File: config.mk
export PLATFORM = sky130hd
export DESIGN_NAME = omsp_spm_req_seq
export DESIGN_NICKNAME = d
export VERILOG_FILES = /design/src/rtl/omsp_spm_req_seq.sv
export SDC_FILE = /design/constraint.sdc
export NUM_CORES = 1
export LEC_CHECK = 0
export BUFFER_PORTS_ARGS = -buffer_cell sky130_fd_sc_hd__buf_2
export CELL_PAD_IN_SITES_DETAIL_PLACEMENT = 1
export CELL_PAD_IN_SITES_GLOBAL_PLACEMENT = 1
export CORE_MARGIN = 3
export CORE_UTILIZATION = 34
export DETAILED_ROUTE_END_ITERATION = 10
export GPL_TIMING_DRIVEN = 0
export PLACE_DENSITY = 0.78
export SLEW_MARGIN = 15
export SYNTH_ARGS = -nofsm -noshare
export SYNTH_HDL_FRONTEND = slang
export SYNTH_SLANG_ARGS = --single-unit
File: constraint.sdc
create_clock -name mclk -period 1.6 [get_ports mclk]
set_input_delay 0.32 -clock mclk [delete_from_list [all_inputs] [get_ports mclk]]
set_output_delay 0.32 -clock mclk [all_outputs]
set_load 0.005 [all_outputs]
File: src/rtl/omsp_spm_req_seq.sv
// Initiator-side sequencer for the SPM control data/key interface: READ_LAYOUT and WRITE_KEY commands.
// Optional post-write key readback check is enabled by defining SPM_REQ_KEY_READBACK_EN.
module omsp_spm_req_seq #(
    parameter int unsigned KEY_WORDS    = 4,
    parameter int unsigned KEY_IDX_SIZE = 2
) (
    input  logic                    mclk,
    input  logic                    puc_rst_n,
    input  logic                    cmd_valid,
    output logic                    cmd_ready,
    input  logic                    cmd_op,
    input  logic [15:0]             cmd_sel,
    input  logic                    cmd_sel_type,
    input  logic                    cmd_abort,
    input  logic                    key_word_valid,
    output logic                    key_word_ready,
    input  logic [15:0]             key_word,
    output logic                    rd_valid,
    input  logic                    rd_ready,
    output logic [15:0]             rd_data,
    output logic                    rd_last,
    output logic                    done,
    output logic                    err,
    output logic [15:0]             spm_data_select,
    output logic                    spm_data_select_type,
    output logic [15:0]             spm_key_select,
    output logic [2:0]              data_request,
    output logic                    write_key,
    output logic [15:0]             key_in,
    output logic [KEY_IDX_SIZE-1:0] key_idx,
`ifdef SPM_REQ_KEY_READBACK_EN
    input  logic [0:KEY_WORDS*16-1] key_out,
`endif
    input  logic                    spm_data_select_valid,
    input  logic                    spm_key_select_valid,
    input  logic [15:0]             requested_data
);

    localparam int unsigned CNT_W = (KEY_IDX_SIZE > 3) ? KEY_IDX_SIZE : 3;
    localparam logic [CNT_W-1:0] CNT_RD_LAST  = CNT_W'(3);
    localparam logic [CNT_W-1:0] CNT_KEY_LAST = CNT_W'(KEY_WORDS - 1);

    typedef enum logic [2:0] {
        S_IDLE, S_CHECK, S_READ, S_KEY, S_VERIFY, S_DONE
    } state_t;

    state_t                  state, state_nxt;
    logic [CNT_W-1:0]        cnt, cnt_nxt;
    logic                    op_q, op_nxt;
    logic                    to_err;

    logic                    cmd_ready_nxt, key_word_ready_nxt;
    logic                    rd_valid_nxt, rd_last_nxt, done_nxt, err_nxt;
    logic [15:0]             rd_data_nxt, key_in_nxt;
    logic [15:0]             spm_data_select_nxt, spm_key_select_nxt;
    logic                    spm_data_select_type_nxt;
    logic [2:0]              data_request_nxt;
    logic                    write_key_nxt;
    logic [KEY_IDX_SIZE-1:0] key_idx_nxt;

`ifdef SPM_REQ_KEY_READBACK_EN
    logic [15:0] shadow [KEY_WORDS];
    logic        key_mismatch;

    // Shadow copy of every word actually strobed into the SPM
    always_ff @(posedge mclk or negedge puc_rst_n) begin
        if (!puc_rst_n) begin
            for (int k = 0; k < int'(KEY_WORDS); k++) shadow[k] <= 16'h0000;
        end else if (write_key) begin
            shadow[key_idx] <= key_in;
        end
    end

    always_comb begin
        key_mismatch = 1'b0;
        for (int k = 0; k < int'(KEY_WORDS); k++) begin
            if (shadow[k] != key_out[k*16 +: 16]) key_mismatch = 1'b1;
        end
    end
`endif

    always_ff @(posedge mclk or negedge puc_rst_n) begin
        if (!puc_rst_n) begin
            state                <= S_IDLE;
            cnt                  <= '0;
            op_q                 <= 1'b0;
            cmd_ready            <= 1'b0;
            key_word_ready       <= 1'b0;
            rd_valid             <= 1'b0;
            rd_data              <= 16'h0000;
            rd_last              <= 1'b0;
            done                 <= 1'b0;
            err                  <= 1'b0;
            spm_data_select      <= 16'h0000;
            spm_data_select_type <= 1'b0;
            spm_key_select       <= 16'h0000;
            data_request         <= 3'd0;
            write_key            <= 1'b0;
            key_in               <= 16'h0000;
            key_idx              <= '0;
        end else begin
            state                <= state_nxt;
            cnt                  <= cnt_nxt;
            op_q                 <= op_nxt;
            cmd_ready            <= cmd_ready_nxt;
            key_word_ready       <= key_word_ready_nxt;
            rd_valid             <= rd_valid_nxt;
            rd_data              <= rd_data_nxt;
            rd_last              <= rd_last_nxt;
            done                 <= done_nxt;
            err                  <= err_nxt;
            spm_data_select      <= spm_data_select_nxt;
            spm_data_select_type <= spm_data_select_type_nxt;
            spm_key_select       <= spm_key_select_nxt;
            data_request         <= data_request_nxt;
            write_key            <= write_key_nxt;
            key_in               <= key_in_nxt;
            key_idx              <= key_idx_nxt;
        end
    end

    // Next state and next registered outputs
    always_comb begin
        state_nxt                = state;
        cnt_nxt                  = cnt;
        op_nxt                   = op_q;
        to_err                   = 1'b0;
        cmd_ready_nxt            = 1'b0;
        key_word_ready_nxt       = key_word_ready;
        rd_valid_nxt             = rd_valid;
        rd_data_nxt              = rd_data;
        rd_last_nxt              = rd_last;
        done_nxt                 = 1'b0;
        err_nxt                  = err;
        spm_data_select_nxt      = spm_data_select;
        spm_data_select_type_nxt = spm_data_select_type;
        spm_key_select_nxt       = spm_key_select;
        data_request_nxt         = 3'd0;
        write_key_nxt            = 1'b0;
        key_in_nxt               = key_in;
        key_idx_nxt              = key_idx;

        case (state)
            S_IDLE: begin
                if (cmd_valid && cmd_ready) begin
                    state_nxt = S_CHECK;
                    op_nxt    = cmd_op;
                    cnt_nxt   = '0;
                    err_nxt   = 1'b0;
                    if (cmd_op) begin
                        spm_key_select_nxt = cmd_sel;
                    end else begin
                        spm_data_select_nxt      = cmd_sel;
                        spm_data_select_type_nxt = cmd_sel_type;
                    end
                end
            end
            S_CHECK: begin
                if (!op_q) begin
                    if (spm_data_select_valid) begin
                        state_nxt        = S_READ;
                        data_request_nxt = 3'd1;
                    end else begin
                        to_err = 1'b1;
                    end
                end else begin
                    if (spm_key_select_valid) begin
                        state_nxt          = S_KEY;
                        key_word_ready_nxt = 1'b1;
                    end else begin
                        to_err = 1'b1;
                    end
                end
            end
            S_READ: begin
                // rd_valid low means this cycle carries a live data_request
                if (!spm_data_select_valid) begin
                    to_err = 1'b1;
                end else if (!rd_valid) begin
                    rd_data_nxt  = requested_data;
                    rd_valid_nxt = 1'b1;
                    rd_last_nxt  = (cnt == CNT_RD_LAST);
                end else if (rd_ready) begin
                    rd_valid_nxt = 1'b0;
                    rd_last_nxt  = 1'b0;
                    if (rd_last) begin
                        state_nxt = S_DONE;
                        done_nxt  = 1'b1;
                    end else begin
                        cnt_nxt          = cnt + CNT_W'(1);
                        data_request_nxt = 3'(cnt + CNT_W'(2));
                    end
                end
            end
            S_KEY: begin
                if (!spm_key_select_valid) begin
                    to_err = 1'b1;
`ifdef SPM_REQ_KEY_READBACK_EN
                end else if (!key_word_ready) begin
                    // last write strobe is on the bus; compare once it has landed
                    state_nxt = S_VERIFY;
`endif
                end else if (key_word_valid) begin
                    write_key_nxt = 1'b1;
                    key_in_nxt    = key_word;
                    key_idx_nxt   = KEY_IDX_SIZE'(cnt);
                    if (cnt == CNT_KEY_LAST) begin
                        key_word_ready_nxt = 1'b0;
`ifndef SPM_REQ_KEY_READBACK_EN
                        state_nxt = S_DONE;
                        done_nxt  = 1'b1;
`endif
                    end else begin
                        cnt_nxt = cnt + CNT_W'(1);
                    end
                end
            end
`ifdef SPM_REQ_KEY_READBACK_EN
            S_VERIFY: begin
                state_nxt = S_DONE;
                done_nxt  = 1'b1;
                err_nxt   = !spm_key_select_valid || key_mismatch;
            end
`endif
            S_DONE: begin
                state_nxt = S_IDLE;
            end
            default: begin
                state_nxt = S_IDLE;
            end
        endcase

        // SM missing or lost: finish with error, withdraw everything in flight
        if (to_err) begin
            state_nxt          = S_DONE;
            done_nxt           = 1'b1;
            err_nxt            = 1'b1;
            rd_valid_nxt       = 1'b0;
            rd_last_nxt        = 1'b0;
            key_word_ready_nxt = 1'b0;
            data_request_nxt   = 3'd0;
            write_key_nxt      = 1'b0;
        end

        // Abort wins over any handshake in the same cycle
        if (cmd_abort && (state != S_IDLE)) begin
            state_nxt          = S_IDLE;
            done_nxt           = 1'b0;
            rd_valid_nxt       = 1'b0;
            rd_last_nxt        = 1'b0;
            key_word_ready_nxt = 1'b0;
            data_request_nxt   = 3'd0;
            write_key_nxt      = 1'b0;
        end

        if (state_nxt == S_IDLE) begin
            cmd_ready_nxt            = 1'b1;
            spm_data_select_nxt      = 16'h0000;
            spm_data_select_type_nxt = 1'b0;
            spm_key_select_nxt       = 16'h0000;
        end
    end

endmodule

# Word-level counts from Yosys, hierarchy flattened
# Index checks and enable logic that the tools add are counted.
[totals]
word_cells = 150
ram_bits = 0
latch_bits = 0
n_memories = 0
ff_bits = 84
out_inout_bits = 77
input_bits = 58
mem_bits_ro = 0
[op_classes]
shift = 0
bitwise_logic = 1
n_reduce_logical = 24
div = 0
eq_ne = 19
magnitude_cmp = 0
n_mul = 0
add_sub_neg = 2
muxes = 87
[op_table]
columns = ["op", "count"]
rows = [
  ["16-bit 2-to-1 mux", 8],
  ["3-bit 2-to-1 mux", 27],
  ["1-bit 2-to-1 mux", 46],
  ["4-bit inequality test (second input constant)", 5],
  ["2-bit inequality test (second input constant)", 8],
  ["3-bit AND reduction", 5],
  ["3-bit one-hot mux with 4 select lines", 1],
  ["3-bit nonzero test", 4],
  ["2-bit nonzero test", 5],
  ["3-bit by 2-bit == test with 1-bit output (second input constant)", 3],
  ["3-bit one-hot mux with 3 select lines", 1],
  ["9-bit AND reduction", 1],
  ["3-bit logical NOT", 2],
  ["3-bit one-hot mux with 2 select lines", 1],
  ["2-bit AND reduction", 3],
  ["6-bit AND reduction", 1],
  ["4-bit by 1-bit inequality test with 1-bit output (second input constant)", 1],
  ["1-bit one-hot mux with 2 select lines", 2],
  ["4-bit nonzero test", 1],
  ["3-bit by 1-bit adder with 3-bit output (second input constant)", 1],
  ["3-bit by 2-bit adder with 3-bit output (second input constant)", 1],
  ["3-bit by 1-bit == test with 1-bit output (second input constant)", 1],
  ["1-bit one-hot mux with 3 select lines", 1],
  ["1-bit logical AND", 2],
  ["2 further kinds", 2],
]

# Depth between registers and ports, before layout
[logic_depth]
word_depth = 10
mapped_depth = 7
ltp_nobuf = 7

# Least setup slack after synthesis
# Ideal clock, no wire load.
[synth_path]
kind = "register -> register"
startpoint = "register cnt[0]"
endpoint = "register cnt[0]"
t_required_ps = 1475
synth_period_minus_slack_ps = 1787
setup_ps = 125
path_stages_with_launch = 7
slack_ps = -187
arrival_time_ps = 1662
n_path_buf = 0
path_cell_list = "dfrtp_1 -> ha_1 -> ha_1 -> nand4b_1 -> a211oi_1 -> o21ai_0 -> mux2_2"
[synth_via]
elab_chain_cells = 6
elab_cells_between_ends = 12
cone_classes = "1 x add/sub; 2 x eq/ne; 8 x mux; 1 x reduce/logical"
[synth_lines]
columns = ["item", "line_no", "text"]
rows = [
  ["start: declaration", "48", "logic [CNT_W-1:0] cnt, cnt_nxt;"],
  ["start signal: assignment", "103", "cnt <= cnt_nxt;"],
  ["3-bit by 1-bit adder with 3-bit output", "190, 214", ""],
  ["3-bit 2-to-1 mux", "186", "if (rd_last) begin"],
  ["3-bit 2-to-1 mux", "183", "end else if (rd_ready) begin"],
  ["3-bit 2-to-1 mux", "179", "end else if (!rd_valid) begin"],
  ["3-bit 2-to-1 mux", "177", "if (!spm_data_select_valid) begin"],
  ["3-bit one-hot mux with 3 select lines", "143", "case (state)"],
]
# Parallel ways exist; a longest one is shown, timed or not. The select of a mux whose other input is x is not followed.
# A chain may end at the register's enable or synchronous reset.

# Worst setup path after layout
[layout_path]
startpoint = "register state[1]"
endpoint = "register spm_key_select[11]"
[layout_via]
elab_chain_cells = 10
elab_cells_between_ends = 27
cone_classes = "3 x eq/ne; 16 x mux; 8 x reduce/logical"
[layout_lines]
columns = ["item", "line_no", "text"]
rows = [
  ["start: declaration", "47", "state_t state, state_nxt;"],
  ["start signal: assignment", "102", "state <= state_nxt;"],
  ["3-bit 2-to-1 mux", "186", ""],
  ["3-bit 2-to-1 mux", "183", ""],
  ["3-bit 2-to-1 mux", "179", ""],
  ["3-bit 2-to-1 mux", "177", ""],
  ["3-bit one-hot mux with 4 select lines", "143", ""],
  ["3-bit 2-to-1 mux", "234", "if (to_err) begin"],
  ["3-bit 2-to-1 mux", "246", "if (cmd_abort && (state != S_IDLE)) begin"],
  ["3-bit logical NOT", "256", "if (state_nxt == S_IDLE) begin"],
  ["2-bit nonzero test (no line)", "n/a", ""],
  ["3-bit AND reduction (no line)", "n/a", ""],
  ["end signal: assignment", "114", "spm_key_select <= spm_key_select_nxt;"],
  ["end: declaration", "26", "output logic [15:0] spm_key_select,"],
]
# Parallel ways exist; a longest one is shown, timed or not.

==> results.md <==
- Status: finished with violations
- Violated checks: setup timing
- CP startpoint: state[1]
- Max VDD drop: 768.4 uV
- H-tree Lvls: 3
- Antenna Cells: 0
- GRT Total Usage: 0.1695
- Kind of cell adding the most delay to the critical path: simple AND/OR/NAND/NOR gates
- Final core occ: 0.5435
- First-pass GRT wire length: 15.35 mm
- Overall die height: 108.0 um
- Hold Violations, Final: 0
- EDFF count, synth: 0
- Sw Share: 0.3540
- Syn Nets: 332
- Longest Clk Path Bufs: 2
- Max_cap viols: 0
- CP Cell Sequence: buf_4, nand2_4, a21oi_1, or3b_4, o31ai_4, buf_12, clkbuf_16, nor2_2
- Register area share after synthesis: 0.5947
- DR vias: 2886
- Avg WL per Cell: 18.64 um
- Via/cell ratio: 4.826
- Flop2flop setup slack: -0.31 ns
- Internal Power: 6.153 mW
- Post-DRT Antenna Nets: 0
- Slowest cell delay on critical path: 0.43 ns
- Most used flip-flop cell after synthesis: dfrtp_1
- P_leak: 2.805 nW
- Post-Syn Instances: 272
- Worst setup path class: reg -> reg
- Critical R2R Capture: spm_key_select[11]
- Yosys cell types: 38
- Core Rows: 36
- Initial DRT Pass Iterations: 4
- Cell Area, Synth: 0.003535 sq mm
- P&R area growth vs syn: 53.06%
- Startpoint Class: flop
- Pwr per Cell Area: 1761 mW/mm^2
- Worst EP arrival: 2.16 ns
- Initial Util: 0.3551
- Hold path start: requested_data[14]
- Antenna violations before repair: 0
- DP Cell Count: 540
- Vias in the first global route: 3112
- Comb power frac: 0.498
- R2R depth: 8
- CTS root buf: clkbuf_8
- Die width: 108.0 um
- Worst Setup End Kind: flop
- Final setup violation count: 76
- Number of synthesized register bits: 84
- Mean post-synth cell area: 13.00 sq um
- Hold Crit Depth: 2
- CORE AREA: 0.009955 sq mm
- Clk sink count: 84
- Sw power: 3.372 mW
- TritonCTS buffer count: 9
- Final std cells w/o fill: 598
- # IOs: 135
- Violation count after the first detailed-route iteration: 87
- Share of power burned in registers: 0.334
- Dominant cell type by area after synthesis: dfrtp_1
- Hold Crit Endpoint: rd_data[14]
- Max Fclk: 523.7 MHz
- DRC: 0
- Share of the synthesized area in the top cell type: 0.5947
- Slowest cell on crit path: dfrtp_1
- Pins Over Slew Limit: 0
- Hpwl dp: 6.448 mm
- WP buf/inv: 3
- RSZ-0062 raised after global routing: yes
- Worst slew pin tran: 0.5066 ns
- Layout Nets: 520
- Final min period: 1.910 ns
- Total global routing overflow: 0
- Total Power Consumption: 9.525 mW
- Clock Latency Late Sink: 0.37 ns
- HP Class: in -> reg
- Worst R2R Start: state[1]
- GP Congestion: 0.7835
- Worst Path Required: 1.85 ns
- Worst Skew: 0.02023 ns
- Syn. warnings: 0
- Synth top area cells: dfrtp_1, mux2_2, mux2i_1, nor2_1, buf_6
- Port bufs: 134
- Die area: 0.01166 sq mm
- Wirelength, routed: 11.14 mm
- Final period util: 1.193
- Slew margin rel.: 0.6615
- Largest net degree at the start of global routing: 58
- CTS tree: built
- Crit-path max FO: 7
- Clock transition at path regs: 0.09 ns
- Setup ws final: -0.3095 ns
- Share of cells above drive strength 1: 0.6129
- Clock Power Share: 0.168
- Post-synth ARST share: 1.000
layout make-up:
class | count | area [sq um]
clock buffer | 9 | 123.9
inverter | 2 | 7.507
fill | 1082 | 4544
timing repair buffer | 179 | 1134
clock inverter | 7 | 81.33
tap | 133 | 166.4
buffer | 11 | 135.1
multi-input combinational | 173 | 1659
sequential | 84 | 2103
power by group through the flow:
stage	Combinational [mW]	Sequential [mW]	Clock (mW)
2_1_floorplan	1.71	3.23	0
3_3_place_gp	2.89	3.15	0
3_5_place_dp	3.00	3.20	0
4_1_cts	3.91	3.16	1.63
5_1_grt	5.06	3.27	1.74
6_report	4.75	3.18	1.60
repair_timing:
item / in CTS / in global routing
hold endpoints to repair: 27 / 0
setup buffers: 26 / 11
pin swaps: 10 / 13
hold buffers: 1 / 0
endpoints found under the setup margin: 64 / 82
gates resized for setup: 46 / 66
gates cloned: 3 / 3
cells in the mapped netlist, drive strengths merged, types with 2 or more instances:
library cell	instances
dfrtp	84
ha	2
o21ai	4
nand2b	4
nand2	13
mux2i	35
o31ai	3
buf	13
nand4	2
nor2b	5
nor2	40
nand3	2
mux2	35
nor3b	3
a21oi	6
inv	2
nor3	6
placed cells by master, fill, tap and decap left out, types with 2 or more instances in the layout:
master	synthesis	final
buf_2	5	134
nand2_1	13	9
buf_16	0	2
o21ai_2	0	3
nand2_4	0	2
nor3_4	0	2
nor3_2	1	3
nand2b_1	3	3
mux2i_1	35	34
nand2_2	0	2
nor2_1	38	25
buf_6	6	16
nand4_1	2	2
clkinvlp_4	0	3
nor2_4	1	6
dfrtp_1	84	83
buf_12	0	4
nor3b_4	0	2
nor2b_1	5	5
o31ai_2	0	2
mux2_4	0	34
buf_4	2	31
inv_1	2	2
nor2_2	1	9
a21oi_1	6	4
inv_6	0	2
clkbuf_8	0	9
through the flow:
step | cell area [sq um] | hold WS, ns | worst slack [ns] | setup TNS (ns)
after CTS | 5069 | 0.1676 | -0.2809 | -12.75
after detailed placement | 4431 | 0.2673 | -0.4537 | -20.11
final | 5410 | 0.1818 | -0.3095 | -15.40
after floorplan | 3563 | 0.02441 | -0.1285 | -4.499
after global routing | 5410 | 0.1659 | -0.3573 | -21.22
after global placement | 4400 | 0.4618 | -0.4672 | -55.55
registers in the layout, indices dropped and copies added, names as in the netlist:
| name | cells |
|---|---|
| cnt | 3 |
| err | 1 |
| op_q | 1 |
| spm_key_select | 16 |
| state | 3 |
| rd_last | 1 |
| rd_data | 16 |
| spm_data_select_type | 1 |
| data_request | 3 |
| write_key | 1 |
| cmd_ready | 1 |
| rd_valid | 1 |
| done | 1 |
| key_in | 16 |
| key_word_ready | 1 |
| spm_data_select | 16 |
| key_idx | 2 |
per-layer routing:
layer	vias to the layer above	global-route usage	wire length, um
met1	1454	0.1971	4331
met5	-	0	0
met2	99	0.2988	5985
met4	0	0.06853	228
met3	19	0.04239	599
li1	1314	-	-
cell families after synthesis:
kind of cell    Yosys count  synth area share
xor+xnor                  1          0.002478
compound gates           19           0.03823
mux                      70            0.2106
buf+inv                  15           0.03256
flops                    84            0.5947
simple gates             81            0.1143
fa+ha+maj                 2          0.007079
worst max-delay path by stage:
stage                         endpoint  slack (ns)  depth (start not counted)
CTS                  spm_key_select[3]       -0.28                          8
detailed placement  spm_data_select[7]       -0.45                          7
floorplan           spm_data_select[0]       -0.13                          7
finish              spm_key_select[11]       -0.31                          8
global route        spm_data_select[3]       -0.36                          8
global placement           rd_data[14]       -0.47                          1
(Power assumes the default switching activity.)
